--- config.mk ---
export PLATFORM = sky130hd
export DESIGN_NAME = spi_slave_resp_flat
export DESIGN_NICKNAME = d
export VERILOG_FILES = /design/src/rtl/spi_slave_resp_if.sv /design/src/rtl/spi_slave_resp.sv /design/src/flat_wrapper.sv
export SDC_FILE = /design/constraint.sdc
export NUM_CORES = 1
export LEC_CHECK = 0
export BUFFER_PORTS_ARGS = -buffer_cell sky130_fd_sc_hd__buf_4
export CAP_MARGIN = 30
export CORE_ASPECT_RATIO = 1.1
export CORE_MARGIN = 3
export CORE_UTILIZATION = 35
export DETAILED_ROUTE_END_ITERATION = 8
export PLACE_DENSITY = 0.56
export SLEW_MARGIN = 20
export SYNTH_ARGS = -nofsm -noshare
export SYNTH_HDL_FRONTEND = slang
export SYNTH_SLANG_ARGS = --single-unit
--- constraint.sdc ---
create_clock -name clk -period 2.4 [get_ports clk]
set_input_delay 0.36 -clock clk [delete_from_list [all_inputs] [get_ports clk]]
set_output_delay 0.36 -clock clk [all_outputs]
set_load 0.03 [all_outputs]
--- src/rtl/spi_slave_resp_if.sv ---
// Bus bundle for spi_slave_resp: SPI pins plus the host-side TX/RX byte handshakes.
// The slave modport is the responder's view; master is the pin driver / byte host.
interface spi_slave_resp_if #(
  parameter int DATA_WIDTH = 8
);
  logic                  sck_i;
  logic                  mosi_i;
  logic                  ss_n_i;
  logic                  miso_o;
  logic                  miso_oe_o;
  logic [DATA_WIDTH-1:0] tx_data;
  logic                  tx_valid;
  logic                  tx_ready;
  logic [DATA_WIDTH-1:0] rx_data;
  logic                  rx_valid;
  logic                  rx_ready;
  logic                  rx_overflow;
  logic                  tx_underrun;
  logic                  busy;

  modport slave (
    input  sck_i, mosi_i, ss_n_i, tx_data, tx_valid, rx_ready,
    output miso_o, miso_oe_o, tx_ready, rx_data, rx_valid, rx_overflow, tx_underrun, busy
  );

  modport master (
    output sck_i, mosi_i, ss_n_i, tx_data, tx_valid, rx_ready,
    input  miso_o, miso_oe_o, tx_ready, rx_data, rx_valid, rx_overflow, tx_underrun, busy
  );
endinterface

--- src/rtl/spi_slave_resp.sv ---
// SPI mode-0 responder: oversampled pins, MSB-first shift in/out, byte handshakes.
// Define SPIS_RXFIFO_EN for a FIFO_DEPTH-entry RX FIFO instead of a single holding register.
module spi_slave_resp #(
  parameter int DATA_WIDTH  = 8,
  parameter int SYNC_STAGES = 2,
  parameter int FIFO_DEPTH  = 4
) (
  input  logic               clk,
  input  logic               nrst,
  spi_slave_resp_if.slave    bus
);

  localparam int CW = $clog2(DATA_WIDTH + 1);

  typedef enum logic [1:0] {
    ST_IDLE,
    ST_LOAD,
    ST_SHIFT
  } state_t;

  state_t                r_state;
  state_t                w_nextState;

  logic [SYNC_STAGES-1:0] r_sckSync;
  logic [SYNC_STAGES-1:0] r_mosiSync;
  logic [SYNC_STAGES-1:0] r_ssSync;
  logic                   r_sckDly;

  logic                  w_sckS;
  logic                  w_mosiS;
  logic                  w_ssS;
  logic                  w_rise;
  logic                  w_fall;

  logic [DATA_WIDTH-1:0] r_txShift;
  logic [DATA_WIDTH-1:0] r_rxShift;
  logic [CW-1:0]         r_bitCnt;
  logic                  r_frameDone;
  logic                  r_miso;
  logic                  r_misoOe;
  logic                  r_overflow;

  logic                  w_load;
  logic                  w_goIdle;
  logic                  w_txReady;
  logic                  w_txUnderrun;
  logic                  w_shiftOut;
  logic                  w_sampleIn;
  logic                  w_push;
  logic                  w_pop;
  logic                  w_accept;
  logic                  w_drop;
  logic                  w_rxValid;
  logic [DATA_WIDTH-1:0] w_rxHead;
  logic [DATA_WIDTH-1:0] w_rxByte;
  logic                  w_unused;

  always_ff @(posedge clk or negedge nrst) begin
    if (!nrst) begin
      r_sckSync  <= '0;
      r_mosiSync <= '0;
      r_ssSync   <= '1;
      r_sckDly   <= 1'b0;
    end else begin
      r_sckSync  <= {r_sckSync[SYNC_STAGES-2:0], bus.sck_i};
      r_mosiSync <= {r_mosiSync[SYNC_STAGES-2:0], bus.mosi_i};
      r_ssSync   <= {r_ssSync[SYNC_STAGES-2:0], bus.ss_n_i};
      r_sckDly   <= w_sckS;
    end
  end

  assign w_sckS   = r_sckSync[SYNC_STAGES-1];
  assign w_mosiS  = r_mosiSync[SYNC_STAGES-1];
  assign w_ssS    = r_ssSync[SYNC_STAGES-1];
  assign w_rise   = w_sckS & ~r_sckDly;
  assign w_fall   = ~w_sckS & r_sckDly;
  assign w_rxByte = {r_rxShift[DATA_WIDTH-2:0], w_mosiS};

  always_ff @(posedge clk or negedge nrst) begin
    if (!nrst) begin
      r_state <= ST_IDLE;
    end else begin
      r_state <= w_nextState;
    end
  end

  // A fall seen together with ss deassertion is the master's trailing edge, so it never reloads.
  always_comb begin
    w_nextState = r_state;
    w_load      = 1'b0;
    w_goIdle    = 1'b0;
    unique case (r_state)
      ST_IDLE: begin
        if (!w_ssS) begin
          w_nextState = ST_LOAD;
        end
      end
      ST_LOAD: begin
        if (w_ssS) begin
          w_nextState = ST_IDLE;
          w_goIdle    = 1'b1;
        end else begin
          w_nextState = ST_SHIFT;
          w_load      = 1'b1;
        end
      end
      ST_SHIFT: begin
        if (w_ssS) begin
          w_nextState = ST_IDLE;
          w_goIdle    = 1'b1;
        end else if (w_fall && (r_bitCnt == '0) && r_frameDone) begin
          w_load = 1'b1;
        end
      end
      default: begin
        w_nextState = ST_IDLE;
      end
    endcase
    w_txReady    = w_load & bus.tx_valid;
    w_txUnderrun = w_load & ~bus.tx_valid;
  end

  assign w_shiftOut = (r_state == ST_SHIFT) && w_fall && !w_load && !w_ssS;
  assign w_sampleIn = (r_state == ST_SHIFT) && w_rise;
  assign w_push     = w_sampleIn && (r_bitCnt == CW'(DATA_WIDTH - 1));

  always_ff @(posedge clk or negedge nrst) begin
    if (!nrst) begin
      r_txShift   <= '0;
      r_rxShift   <= '0;
      r_bitCnt    <= '0;
      r_frameDone <= 1'b0;
      r_miso      <= 1'b0;
      r_misoOe    <= 1'b0;
    end else if (w_goIdle) begin
      r_bitCnt    <= '0;
      r_frameDone <= 1'b0;
      r_miso      <= 1'b0;
      r_misoOe    <= 1'b0;
    end else if (w_load) begin
      r_txShift   <= bus.tx_valid ? bus.tx_data : '1;
      r_miso      <= bus.tx_valid ? bus.tx_data[DATA_WIDTH-1] : 1'b1;
      r_misoOe    <= 1'b1;
      r_bitCnt    <= '0;
      r_frameDone <= 1'b0;
    end else if (w_shiftOut) begin
      r_txShift <= r_txShift << 1;
      r_miso    <= r_txShift[DATA_WIDTH-2];
    end else if (w_sampleIn) begin
      r_rxShift <= w_rxByte;
      if (w_push) begin
        r_bitCnt    <= '0;
        r_frameDone <= 1'b1;
      end else begin
        r_bitCnt <= r_bitCnt + 1'b1;
      end
    end
  end

`ifdef SPIS_RXFIFO_EN
  localparam int PW = (FIFO_DEPTH > 1) ? $clog2(FIFO_DEPTH) : 1;

  logic [DATA_WIDTH-1:0] r_mem [FIFO_DEPTH];
  logic [PW-1:0]         r_wrPtr;
  logic [PW-1:0]         r_rdPtr;
  logic [PW:0]           r_count;
  logic                  w_full;

  assign w_full    = (r_count == (PW+1)'(FIFO_DEPTH));
  assign w_rxValid = (r_count != '0);
  assign w_pop     = w_rxValid & bus.rx_ready;
  assign w_accept  = w_push & (~w_full | w_pop);
  assign w_rxHead  = r_mem[r_rdPtr];

  // Pointers wrap naturally because the depth is a power of two.
  always_ff @(posedge clk or negedge nrst) begin
    if (!nrst) begin
      for (int i = 0; i < FIFO_DEPTH; i++) begin
        r_mem[i] <= '0;
      end
      r_wrPtr <= '0;
      r_rdPtr <= '0;
      r_count <= '0;
    end else begin
      if (w_accept) begin
        r_mem[r_wrPtr] <= w_rxByte;
        r_wrPtr        <= r_wrPtr + 1'b1;
      end
      if (w_pop) begin
        r_rdPtr <= r_rdPtr + 1'b1;
      end
      unique case ({w_accept, w_pop})
        2'b10:   r_count <= r_count + 1'b1;
        2'b01:   r_count <= r_count - 1'b1;
        default: ;
      endcase
    end
  end
`else
  logic [DATA_WIDTH-1:0] r_rxData;
  logic                  r_rxValid;

  assign w_rxValid = r_rxValid;
  assign w_pop     = r_rxValid & bus.rx_ready;
  assign w_accept  = w_push & (~r_rxValid | w_pop);
  assign w_rxHead  = r_rxData;

  always_ff @(posedge clk or negedge nrst) begin
    if (!nrst) begin
      r_rxData  <= '0;
      r_rxValid <= 1'b0;
    end else if (w_accept) begin
      r_rxData  <= w_rxByte;
      r_rxValid <= 1'b1;
    end else if (w_pop) begin
      r_rxValid <= 1'b0;
    end
  end
`endif

  assign w_drop = w_push & ~w_accept;

  always_ff @(posedge clk or negedge nrst) begin
    if (!nrst) begin
      r_overflow <= 1'b0;
    end else if (w_drop) begin
      r_overflow <= 1'b1;
    end else if (bus.rx_ready && !w_rxValid) begin
      r_overflow <= 1'b0;
    end
  end

  assign w_unused = r_rxShift[DATA_WIDTH-1] ^ (FIFO_DEPTH > 0);

  assign bus.miso_o      = r_miso;
  assign bus.miso_oe_o   = r_misoOe;
  assign bus.tx_ready    = w_txReady;
  assign bus.tx_underrun = w_txUnderrun;
  assign bus.rx_data     = w_rxHead;
  assign bus.rx_valid    = w_rxValid;
  assign bus.rx_overflow = r_overflow;
  assign bus.busy        = ~w_ssS;

endmodule

--- src/flat_wrapper.sv ---
// flat-port wrapper written by rule: the top's interface ports become plain ports
module spi_slave_resp_flat 
#(
  parameter int DATA_WIDTH  = 8,
  parameter int SYNC_STAGES = 2,
  parameter int FIFO_DEPTH  = 4
)
  (clk, nrst, bus_sck_i, bus_mosi_i, bus_ss_n_i, bus_tx_data, bus_tx_valid, bus_rx_ready, bus_miso_o, bus_miso_oe_o, bus_tx_ready, bus_rx_data, bus_rx_valid, bus_rx_overflow, bus_tx_underrun, bus_busy);
  spi_slave_resp_if #(.DATA_WIDTH(DATA_WIDTH)) bus_i ();
  input  logic clk;
  input  logic nrst;
  input wire logic [$bits(bus_i.sck_i)-1:0] bus_sck_i;
  input wire logic [$bits(bus_i.mosi_i)-1:0] bus_mosi_i;
  input wire logic [$bits(bus_i.ss_n_i)-1:0] bus_ss_n_i;
  input wire logic [$bits(bus_i.tx_data)-1:0] bus_tx_data;
  input wire logic [$bits(bus_i.tx_valid)-1:0] bus_tx_valid;
  input wire logic [$bits(bus_i.rx_ready)-1:0] bus_rx_ready;
  output wire logic [$bits(bus_i.miso_o)-1:0] bus_miso_o;
  output wire logic [$bits(bus_i.miso_oe_o)-1:0] bus_miso_oe_o;
  output wire logic [$bits(bus_i.tx_ready)-1:0] bus_tx_ready;
  output wire logic [$bits(bus_i.rx_data)-1:0] bus_rx_data;
  output wire logic [$bits(bus_i.rx_valid)-1:0] bus_rx_valid;
  output wire logic [$bits(bus_i.rx_overflow)-1:0] bus_rx_overflow;
  output wire logic [$bits(bus_i.tx_underrun)-1:0] bus_tx_underrun;
  output wire logic [$bits(bus_i.busy)-1:0] bus_busy;
  assign bus_i.sck_i = bus_sck_i;
  assign bus_i.mosi_i = bus_mosi_i;
  assign bus_i.ss_n_i = bus_ss_n_i;
  assign bus_i.tx_data = bus_tx_data;
  assign bus_i.tx_valid = bus_tx_valid;
  assign bus_i.rx_ready = bus_rx_ready;
  assign bus_miso_o = bus_i.miso_o;
  assign bus_miso_oe_o = bus_i.miso_oe_o;
  assign bus_tx_ready = bus_i.tx_ready;
  assign bus_rx_data = bus_i.rx_data;
  assign bus_rx_valid = bus_i.rx_valid;
  assign bus_rx_overflow = bus_i.rx_overflow;
  assign bus_tx_underrun = bus_i.tx_underrun;
  assign bus_busy = bus_i.busy;
  spi_slave_resp #(.DATA_WIDTH(DATA_WIDTH), .SYNC_STAGES(SYNC_STAGES), .FIFO_DEPTH(FIFO_DEPTH)) u_core (.clk(clk), .nrst(nrst), .bus(bus_i));
endmodule
Word-level counts from Yosys, hierarchy flattened
Cells that the tools add are included.

word-level totals
  memories kept = 0
  RAM bits = 0
  register bits = 40
  bits in read-only memories = 0
  output and inout port bits = 15
  bits in latches = 0
  input bits = 15

operators by class
  divide/modulo/power cells = 0
  equality and inequality tests = 6
  multipliers = 0
  muxes and demuxes = 33
  $add $sub $neg = 1
  reduce and logical (&&, ||, !) cells = 26
  magnitude comparators = 0
  bitwise logic cells = 17
  shift-type cells = 0

operators with widths
  cell                 number
  $mux 7               3
  $mux 1               20
  $mux 4               5
  $not 1->1            9
  $reduce_bool 3->1    3
  $logic_and 1x1->1    8
  $reduce_bool 2->1    4
  $and 1x1->1          7
  $mux 2               3
  $pmux 2 s3           1
  $reduce_and 2->1     3
  $add 4x1->4 const B  1
  $eq 4x3->1 const B   1
  $logic_not 4->1      1
  $reduce_and 4->1     1
  $logic_not 1->1      3
  $ne 3x1->1 const B   1
  $reduce_and 3->1     1
  $eq 2x1->1 const B   1
  $eq 2x2->1 const B   1
  $logic_not 2->1      1
  $ne 2x1->1 const B   1
  $ne 2x2->1 const B   1
  $pmux 1 s2           1
  2 further kinds      2

Logic depth before layout (Yosys ltp)
  depth in word-level cells = 13
  gate-level depth with buffers = 6
  mapped depth without buffers = 6

Least setup slack after synthesis
OpenSTA, ideal clock, no wires.

  path type = register to output
  from = reg u_core.r_state[0]
  to = out bus_tx_underrun
  path buffers = 0
  setup slack = 0.347 ns
  stages on the path, launching flop included = 7
  data arrival time = 1.693 ns
  data required time = 2.040 ns
  cells stage by stage = dfrtp_1 -> inv_1 -> ha_1 -> nand4bb_1 -> nor2_1 -> o21ai_0 -> nor2_1

between the ends
  word-level cells in the longest chain between the ends = 3
  elaborated cells on any way between the ends = 4
  those cells by class = eq/ne: 2; mux: 1; bitwise: 1

RTL lines
  what                                             RTL line               source
  start: declaration                               spi_slave_resp.sv:21   state_t r_state;
  start signal: assignment                         spi_slave_resp.sv:83   r_state <= w_nextState;
  $eq 2x2->1 / $eq 2x1->1 (equally long branches)  spi_slave_resp.sv:92   unique case (r_state)
  $pmux 1 s2 (*)                                   spi_slave_resp.sv:92
  $and 1x1->1 (*)                                  spi_slave_resp.sv:120  w_txUnderrun = w_load & ~bus.tx_valid;
  end: declaration                                 flat_wrapper.sv:24     output wire logic [$bits(bus_i.tx_underrun)-1:0] bus_tx_underrun;

Mark *: on every way between the ends. The rest lies on a longest branch, timed or not.

Worst setup path in the final report
Same ends and word-level chain as after synthesis.

==> flow_summary_export.csv <==
group,metric,value,unit
synth,ys_types,35,
timing,clock.fmax,454,MHz
timing,drv_slew,0,
timing,hold_viol_final,0,
synth,syn_area,0.00175,mm²
critical_path,worst_setup_path_start_kind,"register",
die,core,0.00475,mm²
critical_path,worstReg2RegStart,"u_core.r_state[0]$_DFFE_PN0P_",
critical_path,worstSetupPathDepth,7,
timing,fin_hold_ws,32.0,ps
clock_network,clkTransAtPathRegs,80,ps
synth,synthCells,139,
placed_design,dp_hpwl,2510,µm
pwr,p_seq_frac,0.429,
critical_path,cp.buffers_inverters,2,
global_routing,grt_pass1_vias,1286,
pwr,power.share.combinational,0.295,
critical_path,r2r_setup_slack,430,ps
synth,synth_top_cell_by_area,"dfrtp_1",
timing,slew_headroom,0.665,
synth,synth.avg_cell_area,12.6,µm²
timing,rsz0062_at_grt,"no",
pwr,ir_worst_vdd,0.000259,V
routing,routed_wirelength,3410,µm
clock_network,clockBufferDepth,2,
critical_path,path_delay_family,"simple AND/OR/NAND/NOR gates",
global_routing,track_usage,0.131,
timing,clock_skew,6.63,ps
pwr,power_switching,0.643,mW
clock_network,cts_htree_levels,2,
routing,drt_drc_violations_left,0,
synth,yosysWarnings,0,
critical_path,arrival,1840,ps
pwr,power_density,941,mW/mm²
synth,synth.top_cells.by_area,"dfrtp_1 54%, mux2_2 9.6%, o221a_2 3.9%",
routing,routedWlPerCell,14.6,µm
synth,synth_top_area_frac,0.542,
global_routing,grt_overflow,0,
critical_path,path_cells,"inv_1 > ha_2 > nand4bb_4 > nor2_2 > o21ai_1 > nor2_1 > buf_4",
finish,fin_area,0.00220,mm²
status,status,"finished clean",
placed_design,placed_area,0.00205,mm²
critical_path,worstPathMaxFanout,7,
die,start_util,0.369,
routing,dr.first_iter.drc_count,51,
hold_path,hold_path_class,"in2async",
critical_path,rr_endpoint,"u_core.bus.rx_data[6]$_DFFE_PN0P_",
finish,fin_nets,196,
finish,syn2layout_area_growth,25.5,%
clock_network,numCtsBuffers,5,
timing,finalSetupTns,0,ps
critical_path,critPathMaxStageDelay,380,ps
critical_path,worst-setup-path-type,"reg2out",
global_routing,antenna_found_initial,0,
pwr,leakage,1.06,nW
finish,drive_gt1_frac,0.395,
finish,diodes,0,
global_routing,grt_pass1_wl,5910,µm
synth,ys_seq_area_frac,0.572,
routing,firstDrtPassIters,4,
die,die_x,73.5,µm
synth,synth_fp_nets,159,
global_routing,grt_start_max_net_pins,41,
routing,vias_per_cell,5.15,
critical_path,cp.required,2040,ps
die,die_area,0.00589,mm²
die,dieHeight,80.2,µm
placed_design,portBuffers,29,
timing,worst_pin_slew,495,ps
finish,final_cell_mix,"38 x dfrtp_1, 32 x buf_4, 15 x mux2_2",
timing,setup_viol,0,
clock_network,clock-root-buffer,"clkbuf_8",
die,rows,26,
timing,period_needed,2200,ps
clock_network,cts_sinks,40,
finish,final_common_cell,"dfrtp_1",
critical_path,ff2ff_path_depth,6,
pwr,p_int,1.43,mW
placed_design,place.gp.congestion,0.758,
critical_path,slowest_stage,"dfrtp_1",
pwr,p_sw_frac,0.311,
run,cap_violations,0,
die,pin_count,30,
timing,fin_crit_sh,0.917,
critical_path,endpoint_kind,"primary output",
finish,fillers,458,
routing,vias,1199,
clock_network,cts_tree,"yes",
pwr,power_frac_clock,0.276,
routing,antenna_left,0,
synth,ys_ff_latch,40,
clock_network,clk_latency,290,ps
==> how the worst max path moves through the flow <==
| stage | from | to |
|---|---|---|
| 3_3_place_gp | u_core.r_state[0]$_DFFE_PN0P_ | bus_tx_underrun |
| 3_5_place_dp | u_core.r_state[0]$_DFFE_PN0P_ | bus_tx_underrun |
| 4_1_cts | u_core.r_state[0]$_DFFE_PN0P_ | bus_tx_underrun |
| 2_1_floorplan | u_core.r_state[0]$_DFFE_PN0P_ | bus_tx_underrun |
| 5_1_grt | u_core.r_state[1]$_DFFE_PN0P_ | bus_tx_underrun |
| 6_report | u_core.r_state[0]$_DFFE_PN0P_ | bus_tx_underrun |
==> cell type report <==
cell class / instances / area, µm² / area share
well taps: 56 / 70.1 / 0.0319
inverters: 10 / 37.5 / 0.0171
repair buffers: 32 / 240 / 0.109
clock buffers: 6 / 82.6 / 0.0375
multi-input cells: 87 / 727 / 0.330
flip-flops and latches: 40 / 1000 / 0.456
clock inverters: 2 / 38.8 / 0.0176
==> synth_stat cells <==
master,number
buf_2,1
o211ai_1,1
nor2_1,4
nor2b_1,1
o211a_1,1
nand2b_1,6
ha_1,5
inv_1,10
clkbuf_1,1
nand2_1,12
dfrtp_1,38
o221a_2,6
a21boi_1,1
o31a_1,1
a21o_1,2
and3b_1,1
o21ai_0,8
mux2_2,15
nor4bb_1,1
nand4_1,1
dfstp_2,2
nand3_1,1
nor3_4,1
a21boi_4,1
a22o_1,1
nand3b_1,1
o32ai_1,1
mux2i_1,3
a21oi_1,5
nand3b_2,1
nand4bb_1,2
a221o_1,1
xor2_1,1
a21boi_0,1
or3_1,1
==> what timing repair did <==
item	in CTS	in global routing
setup buffers	0	0
endpoints found under the setup margin	1	1
gates resized for setup	2	3
hold buffers	0	0
==> kinds of logic (layout without fill, tap and decap cells) <==
| family | after synthesis | after routing | share of synthesized area |
|---|---|---|---|
| XOR/XNOR | 1 | 1 | 0.00500 |
| adder cells (fa/ha/maj) | 5 | 5 | 0.0357 |
| flip-flops | 40 | 40 | 0.572 |
| buffers and inverters | 12 | 50 | 0.0264 |
| multiplexers | 18 | 18 | 0.113 |
| AO/OA/AOI/OAI | 30 | 30 | 0.134 |
| AND/OR/NAND/NOR | 33 | 33 | 0.113 |
==> power groups by stage <==
stage	combinational (mW)	sequential (mW)	clock (mW)
after detailed placement	0.603	0.901	0
final	0.611	0.888	0.571
after global placement	0.584	0.894	0
after floorplan	0.418	0.895	0
after global routing	0.686	0.908	0.622
after CTS	0.609	0.890	0.592
==> sequential cells by signal (all words and copies together), names as in the netlist <==
signal                  cells
u_core.r_txShift            7
u_core.r_bitCnt             4
u_core.bus.rx_valid         1
u_core.r_sckSync            2
u_core.bus.miso_o           1
u_core.r_frameDone          1
u_core.bus.rx_data          8
u_core.r_rxShift            7
u_core.r_mosiSync           2
u_core.bus.rx_overflow      1
u_core.r_sckDly             1
u_core.r_state              2
u_core.r_ssSync             2
u_core.bus.miso_oe_o        1
==> metrics by stage <==
step                worst slack (ps)  power [mW]  instances  utilization
finish                           199        2.07        233        0.463
global route                    51.2        2.22        233        0.463
CTS                             66.4        2.09        233        0.459
detailed placement               257        1.50        225        0.433
global placement                 392        1.48        225        0.433
floorplan                        347        1.31        139            -
==> layer usage <==
layer  vias up  part of all wire  track usage
li1        569                 -            -
met1       592              0.44        0.162
met2        29              0.47        0.203
met3         9             0.066       0.0463
met4         0             0.022       0.0562
met5         -                 0            0
Power figures use the tool's default switching activity.
